--- config.mk ---
export PLATFORM = sky130hd
export DESIGN_NAME = pipe_stage_buf
export DESIGN_NICKNAME = d
export VERILOG_FILES = /design/src/rtl/pipe_stage_buf.sv
export SDC_FILE = /design/constraint.sdc
export NUM_CORES = 1
export LEC_CHECK = 0
export CAP_MARGIN = 20
export CORE_ASPECT_RATIO = 2
export CORE_MARGIN = 2
export CORE_UTILIZATION = 40
export DETAILED_ROUTE_END_ITERATION = 16
export PLACE_DENSITY_LB_ADDON = 0.1
export SLEW_MARGIN = 40
export SYNTH_ARGS = -nofsm -noshare
export SYNTH_HDL_FRONTEND = slang
export SYNTH_SLANG_ARGS = --single-unit
--- constraint.sdc ---
create_clock -name clk_i -period 2.05 [get_ports clk_i]
set_input_delay 0.41 -clock clk_i [delete_from_list [all_inputs] [get_ports clk_i]]
set_output_delay 0.41 -clock clk_i [all_outputs]
set_load 0.03 [all_outputs]
--- src/rtl/pipe_stage_buf.sv ---
// Reusable pipeline stage register with valid/ready handshake, flush and an
// optional skid entry. The control field is zeroed whenever an entry becomes
// a bubble; the data field just holds its last value while invalid.
module pipe_stage_buf #(
  parameter int CTRL_W = 7,
  parameter int DATA_W = 120,
  parameter bit SKID   = 1'b1
) (
  input  logic              clk_i,
  input  logic              rst_ni,
  input  logic              flush_i,
  input  logic              in_valid_i,
  input  logic [CTRL_W-1:0] in_ctrl_i,
  input  logic [DATA_W-1:0] in_data_i,
  output logic              in_ready_o,
  output logic              out_valid_o,
  output logic [CTRL_W-1:0] out_ctrl_o,
  output logic [DATA_W-1:0] out_data_o,
  input  logic              out_ready_i,
  output logic [1:0]        occupancy_o
);

  // State encoding doubles as the occupancy count.
  typedef enum logic [1:0] {
    EMPTY = 2'd0,
    ONE   = 2'd1,
    FULL  = 2'd2
  } state_e;

  state_e            state_q, state_d;
  logic [CTRL_W-1:0] m_ctrl_q, m_ctrl_d, s_ctrl_q, s_ctrl_d;
  logic [DATA_W-1:0] m_data_q, m_data_d, s_data_q, s_data_d;
  logic              accept, emit;

  // With the skid entry, in_ready is a pure decode of the state register so
  // out_ready never reaches in_ready combinationally. Without it, a held
  // head may be replaced in the cycle it drains. FULL is unreachable when
  // SKID=0 because an Accept in ONE then always coincides with an Emit.
  assign in_ready_o  = SKID ? (state_q != FULL)
                            : ((state_q == EMPTY) | out_ready_i);
  assign out_valid_o = (state_q != EMPTY);
  assign out_ctrl_o  = m_ctrl_q;
  assign out_data_o  = m_data_q;
  assign occupancy_o = state_q;

  assign accept = in_valid_i & in_ready_o;
  assign emit   = out_valid_o & out_ready_i;

  // Next-state and payload movement; flush overrides everything.
  always_comb begin
    state_d  = state_q;
    m_ctrl_d = m_ctrl_q;
    m_data_d = m_data_q;
    s_ctrl_d = s_ctrl_q;
    s_data_d = s_data_q;
    if (flush_i) begin
      state_d  = EMPTY;
      m_ctrl_d = '0;
      s_ctrl_d = '0;
    end else begin
      case (state_q)
        EMPTY: begin
          if (accept) begin
            m_ctrl_d = in_ctrl_i;
            m_data_d = in_data_i;
            state_d  = ONE;
          end
        end
        ONE: begin
          if (accept && emit) begin
            m_ctrl_d = in_ctrl_i;
            m_data_d = in_data_i;
          end else if (accept) begin
            s_ctrl_d = in_ctrl_i;
            s_data_d = in_data_i;
            state_d  = FULL;
          end else if (emit) begin
            m_ctrl_d = '0;
            state_d  = EMPTY;
          end
        end
        FULL: begin
          if (emit) begin
            m_ctrl_d = s_ctrl_q;
            m_data_d = s_data_q;
            s_ctrl_d = '0;
            state_d  = ONE;
          end
        end
        default: begin
          state_d  = EMPTY;
          m_ctrl_d = '0;
          s_ctrl_d = '0;
        end
      endcase
    end
  end

  // State and payload registers, cleared asynchronously.
  always_ff @(posedge clk_i or negedge rst_ni) begin
    if (!rst_ni) begin
      state_q  <= EMPTY;
      m_ctrl_q <= '0;
      m_data_q <= '0;
      s_ctrl_q <= '0;
      s_data_q <= '0;
    end else begin
      state_q  <= state_d;
      m_ctrl_q <= m_ctrl_d;
      m_data_q <= m_data_d;
      if (SKID) begin
        s_ctrl_q <= s_ctrl_d;
        s_data_q <= s_data_d;
      end
    end
  end

endmodule
==> run metrics, run 1 <==
sequential cell area fraction in the yosys report=55.5%; via count=6,922; port bufs=262; Simple-Gate Fraction of Synth Area=1.26%; vias in the first global route=roughly 7,400; dpl hpwl=about 17,000 um; Post-Syn Area=11,500 sq um; routed wire length=~26,000 um; largest cells by area after synthesis=dfrtp_1 56%, mux2_2 25%, mux2_4 8.7%; critical path data arrival time=~1.6 ns; n_diodes=0; dominant cell type by area after synthesis=dfrtp_1; #FFs+latches synth=around 260; adder-cell share of the synthesized area=0%; cell family with most CP delay=buffers and inverters; final hold vios=0; largest family of logic cells by synthesized area=multiplexers; Buf/Inv on CP=1; Clock Tree Root=clkbuf_16; I/O Pins=about 260; Iter 0 DRT Violations=approximately 190; CP max stage cell=clkdlybuf4s50_1; Bufs on Longest Clock Path=3; Critical Path Source Type=register; Syn Inst Count=~730; FP Rows=88; layout cell share with drive strength beyond 1=40.2%; crit-path max FO=2; Nets=approximately 1,100; initial antenna violation count=0; Fillers=approximately 2,400; most frequent cells after synthesis=260 x mux2_2, 256 x dfrtp_1, 67 x mux2_4; cell leakage power=6.89 nW; Setup crit end kind=output port; Die Height=between 200 and 250 um; post-synthesis mux area share=roughly 38%; Area Overhead vs Synth=35.4%; compound-gate portion of the synthesized area=between 1 and 1.5%; final setup fails=0; Synth cell types=30; outcome=complete, no violations; number of routed nets with antenna violations=0; FMAX=between 400 and 500 MHz; clk_lat worst skew=approximately 0.53 ns; Clock Sinks=approximately 260; GPL Wtd Cong=0.733; CP max stage delay=slightly above 0.7 ns; Setup Buffers After CTS=0; Max Cap Viol=0; TritonCTS Buffers=25; initial core utilization=slightly above 40%; Pre-antenna DRT Iters=4; CTS clk-pin slew, worst paths=~0.06 ns; # H-tree levels=1; XOR/XNOR Fraction of Synth Area=less than 1%; hold_ws=about 0.37 ns; final core utilization=54.6%; global-route wire length before repair=40,600 um; Core Region=about 29,000 sq um; max-slew violations=0; Setup CP Type=reg2out; drt drc=0; worst hold-check path type=in2async; syn_area_per_cell=around 16 sq um; GR Util All Layers=17.1%; largest net degree at the start of global routing=73; asr flop ratio synth=100%; drt wl/cell=roughly 18 um; die width=approximately 120 um; Most used DFF post-synth=dfrtp_1; max_slew headroom=64.6%; via density per instance=about 5; GR Overflow Total=0; fin crit share=between 90% and 100%; TNS Setup=0 ns; setup repair after global routing missed its margin=no; EDFF count, synth=0; Synth Warn #=0; final clock skew=0.0147 ns; post-synth top area share=between 50% and 60%; leading cell type by number of instances after synthesis=mux2_2; DIE AREA=30,300 sq um; final worst path period need=around 2.0 ns; Slew @ Worst Pin=roughly 0.53 ns; post-synth net total=~860; critical path data required time=1.64 ns; CTS tree=built; maximum vdd drop=between 0.0007 and 0.0008 V; crit-path cells=clkdlybuf4s50_1; PwrDens=1030 nW/um^2
final timing paths:
check | endpoint | startpoint | slack (ns) | depth (start not counted)
max in group asynchronous | out_data_o[81] | rst_ni | 0.94 | 3
hold / removal | out_data_o[117] | rst_ni | 0.37 | 2
hold reg to reg | out_data_o[0] | out_data_o[0] | 0.48 | 1
min in group clk_i | s_ctrl_q[0] | in_ctrl_i[0] | 0.47 | 3
setup reg to reg | out_data_o[88] | occupancy_o[0] | 0.14 | 6
setup / recovery | out_ctrl_o[0] | out_ctrl_o[0] | 0.05 | 1
cells in the final DEF (no fill, tap or decap), drive strengths merged, types with 8 or more instances in the layout:
cell,n
mux2,360
dfrtp,256
clkdlybuf4s50,248
buf,42
clkbuf,36
nor2,11
nand2,10
a21oi,10
inv,8
dlymetal6s2s,8
sequential cells by signal, indices dropped and copies added, names as in the netlist:
signal and count:
out_data_o 120, s_data_q 120, out_ctrl_o 7, s_ctrl_q 7, occupancy_o 2
report_power, final:
group	internal, mW	switching, mW
Sequential	6.26	0.610
Combinational	2.38	2.01
Clock	2.85	1.93
Total	11.5	4.55
metal layers:
metal / vias up / share of wire (%) / track usage [%]
met3: 33 / 7.6 / 4.78
met1: 3528 / 42 / 21.6
met5: - / 0 / 0
met4: 0 / 1.9 / 4.56
li1: 3172 / - / -
met2: 189 / 49 / 28.4
timing repair:
item,in CTS,in global routing
hold endpoints to repair,41,0
gates cloned,2,0
hold buffers,1,0
setup endpoints to repair,5,9
gates resized for setup,5,10
area by class of cell:
type                            instances  area, sq um  area share, %
Clock buffer                           35          693           4.44
Clock inverter                          7          139          0.889
Inverter                                8         30.0          0.192
Multi-Input combinational cell        420         4700           30.1
Sequential cell                       256         6410           41.0
Tap cell                              360          450           2.88
Timing Repair Buffer                  305         3210           20.5
stage by stage:
stage               cell area, sq um  worst slack [ns]  std cells  total power [mW]
CTS                            15600           0.00986       1391              16.3
global route                   15600          0.000395       1391              16.8
detailed placement             14700            -0.248       1346              11.4
floorplan                      11500            0.0135        729              9.48
global placement               14700            -0.206       1346              11.3
finish                         15600            0.0475       1391              16.0
logic make-up (layout without fill, tap and decap cells):
kind of cell    after synthesis  after routing
compound gates               22             22
buf+inv                      53            355
mux                         367            367
simple gates                 30             30
flops                       256            256
xor+xnor                      1              1
No activity file was read; power rests on OpenSTA's default activity.
==> inputs of run 2 (changes only) <==
Settings changed: CORE_UTILIZATION 40 to 51.
==> run metrics, run 2 (synthesis results as in run 1) <==
clk_lat worst skew=0.53 ns (about the same); Core Region=22,200 sq um (was 28,600 sq um); TritonCTS Buffers=24 (was 25); final instance area=15,500 sq um (was 15,600 sq um); final worst path period need=2.01 ns (was 2.00 ns); Max Cap Viol=0 (unchanged); PwrDens=1020 nW/um^2 (was 1030 nW/um^2); critical path data arrival time=1.60 ns (was 1.59 ns); Pre-antenna DRT Iters=4 (unchanged); Clk pwr share=28.6% (was 29.8%); Bufs on Longest Clock Path=3 (unchanged); Clock Sinks=256 (unchanged); total power=15.7 mW (was 16.0 mW); most common cell after layout, fill and taps aside=mux2_2 (unchanged); cell leakage power=6.88 nW (was 6.89 nW); die width=110 um (was 124 um); cell family with most CP delay=buffers and inverters (unchanged); max-slew violations=0 (unchanged); crit-path cells=clkdlybuf4s50_1 (unchanged); final setup fails=0 (unchanged); max_slew headroom=60.8% (was 64.6%); final clock skew=0.0147 ns (about the same); CP max stage delay=0.69 ns (was 0.72 ns); worst setup margin=0.0378 ns (was 0.0475 ns); FMAX=497 MHz (was 499 MHz); largest net degree at the start of global routing=58 (was 73); layout cell share with drive strength beyond 1=40.5% (was 40.2%); Nets=1,144 (was 1,148); crit-path max FO=2 (unchanged); Slew @ Worst Pin=0.588 ns (was 0.531 ns); vias in the first global route=7,476 (was 7,400); Setup Buffers After CTS=0 (unchanged); port bufs=262 (unchanged); GPL Wtd Cong=0.814 (was 0.733); DIE AREA=23,900 sq um (was 30,300 sq um); Clock Tree Root=clkbuf_16 (unchanged); routed wire length=25,500 um (was 25,700 um); Setup crit end kind=output port (unchanged); CTS clk-pin slew, worst paths=0.06 ns (about the same); drt wl/cell=19.5 um (was 18.5 um); initial core utilization=52.1% (was 40.3%); outcome=complete, no violations (unchanged); Reg power frac=43.7% (was 42.8%); commonest non-fill, non-tap cells in the layout=260 x mux2_2, 255 x dfrtp_1, 239 x clkdlybuf4s50_1, 67 x mux2_4, 33 x mux2_1 (was 260 x mux2_2, 255 x dfrtp_1, 248 x clkdlybuf4s50_1, 67 x mux2_4, 33 x mux2_1); Net Sw Frac=29.2% (was 28.4%); worst hold-check path type=in2async (unchanged); fin crit share=98.2% (was 97.7%); DP Area=14,600 sq um (was 14,700 sq um); Area Overhead vs Synth=33.9% (was 35.4%); maximum vdd drop=0.000875 V (was 0.000712 V); FP Rows=77 (was 88); drt drc=0 (unchanged); hold_ws=0.410 ns (was 0.370 ns); setup repair after global routing missed its margin=no (unchanged); Setup CP Type=reg2out (unchanged); Iter 0 DRT Violations=172 (was 188); final hold vios=0 (unchanged); initial antenna violation count=3 (was 0); CP max stage cell=clkdlybuf4s50_1 (unchanged); dpl hpwl=18,100 um (was 16,900 um); number of routed nets with antenna violations=0 (unchanged); # H-tree levels=1 (unchanged); GR Overflow Total=0 (unchanged); DP Worst Slack=-0.224 ns (was -0.248 ns); Die Height=217 um (was 244 um); via count=6,904 (was 6,922); logic gate share of total power=27.8% (was 27.4%); global-route wire length before repair=40,200 um (was 40,600 um); CTS tree=built (unchanged); critical path data required time=1.64 ns (about the same); I/O Pins=263 (unchanged); GR Util All Layers=21.7% (was 17.1%); via density per instance=5.27 (was 4.98); Buf/Inv on CP=1 (unchanged); P_sw=4.60 mW (was 4.55 mW); Critical Path Source Type=register (unchanged); internal power=11.1 mW (was 11.5 mW)
-- run 2: cell types whose count changed in the layout (fill, tap and decap cells not counted), sizes merged --
cell / delta
diode: +3
dlygate4sd2: +7
buf: -1
clkinv: +6
clkdlybuf4s50: -9
bufbuf: -2
dlymetal6s2s: +3
inv: +1
clkbuf: -3
bufinv: -3
-- run 2: final cells by class --
cell class	instances	area (sq um)
diodes	3	7.51
clock buffers	33	706
clock inverters	11	91.3
fillers	1579	6710
inverters	8	30.0
multi-input cells	420	4700
flip-flops and latches	256	6410
well taps	276	345
repair buffers	302	3160
-- run 2: metrics by stage --
step / util [%] / instances / TNS [ns]
2_1_floorplan: - / 729 / 0
3_3_place_gp: 65.9 / 1261 / -17.46
3_5_place_dp: 66.0 / 1261 / -24.69
4_1_cts: 69.6 / 1306 / 0
5_1_grt: 69.7 / 1309 / 0
6_report: 69.7 / 1309 / 0
-- run 2: worst reg2reg max path: stages (launching register included) --
cell	delay [ns]
dfrtp_1	0.45
nand2b_1	0.19
a21bo_2	0.25
a21oi_4	0.17
buf_12	0.20
buf_12	0.20
mux2_4	0.32
-- run 2: path summary, 6_finish.rpt --
kind,startpoint,endpoint,slack (ns),cells after the start
worst max-delay path,out_data_o[13],out_data_o[13],0.04,1
worst min-delay path,rst_ni,s_data_q[51],0.41,2
worst max register to register,occupancy_o[1],out_data_o[50],0.16,6
worst min register to register,out_data_o[116],out_data_o[116],0.49,1
max in group asynchronous,rst_ni,s_data_q[113],0.92,3
min in group clk_i,in_ctrl_i[4],s_ctrl_q[4],0.46,3
-- run 2: repair_timing --
item                       in CTS  in global routing
hold endpoints to repair       50                  0
setup endpoints to repair      11                 13
resized for setup              11                 13
hold buffers                    1                  0
-- run 2: power groups by stage --
stage / registers, mW / clock network [mW] / logic [mW]
CTS: 6.89 / 4.63 / 4.44
detailed placement: 6.97 / 0 / 4.45
global route: 7.03 / 4.81 / 4.64
finish: 6.87 / 4.50 / 4.37
floorplan: 7.84 / 0 / 1.64
global placement: 6.92 / 0 / 4.37
-- run 2: routing by layer --
layer	vias to the layer above	GRT usage, %	wire length [um]
met5	-	0	0
met4	0	8.13	724
met3	41	4.49	1550
met2	195	38.6	13700
met1	3508	25.1	9540
li1	3160	-	-
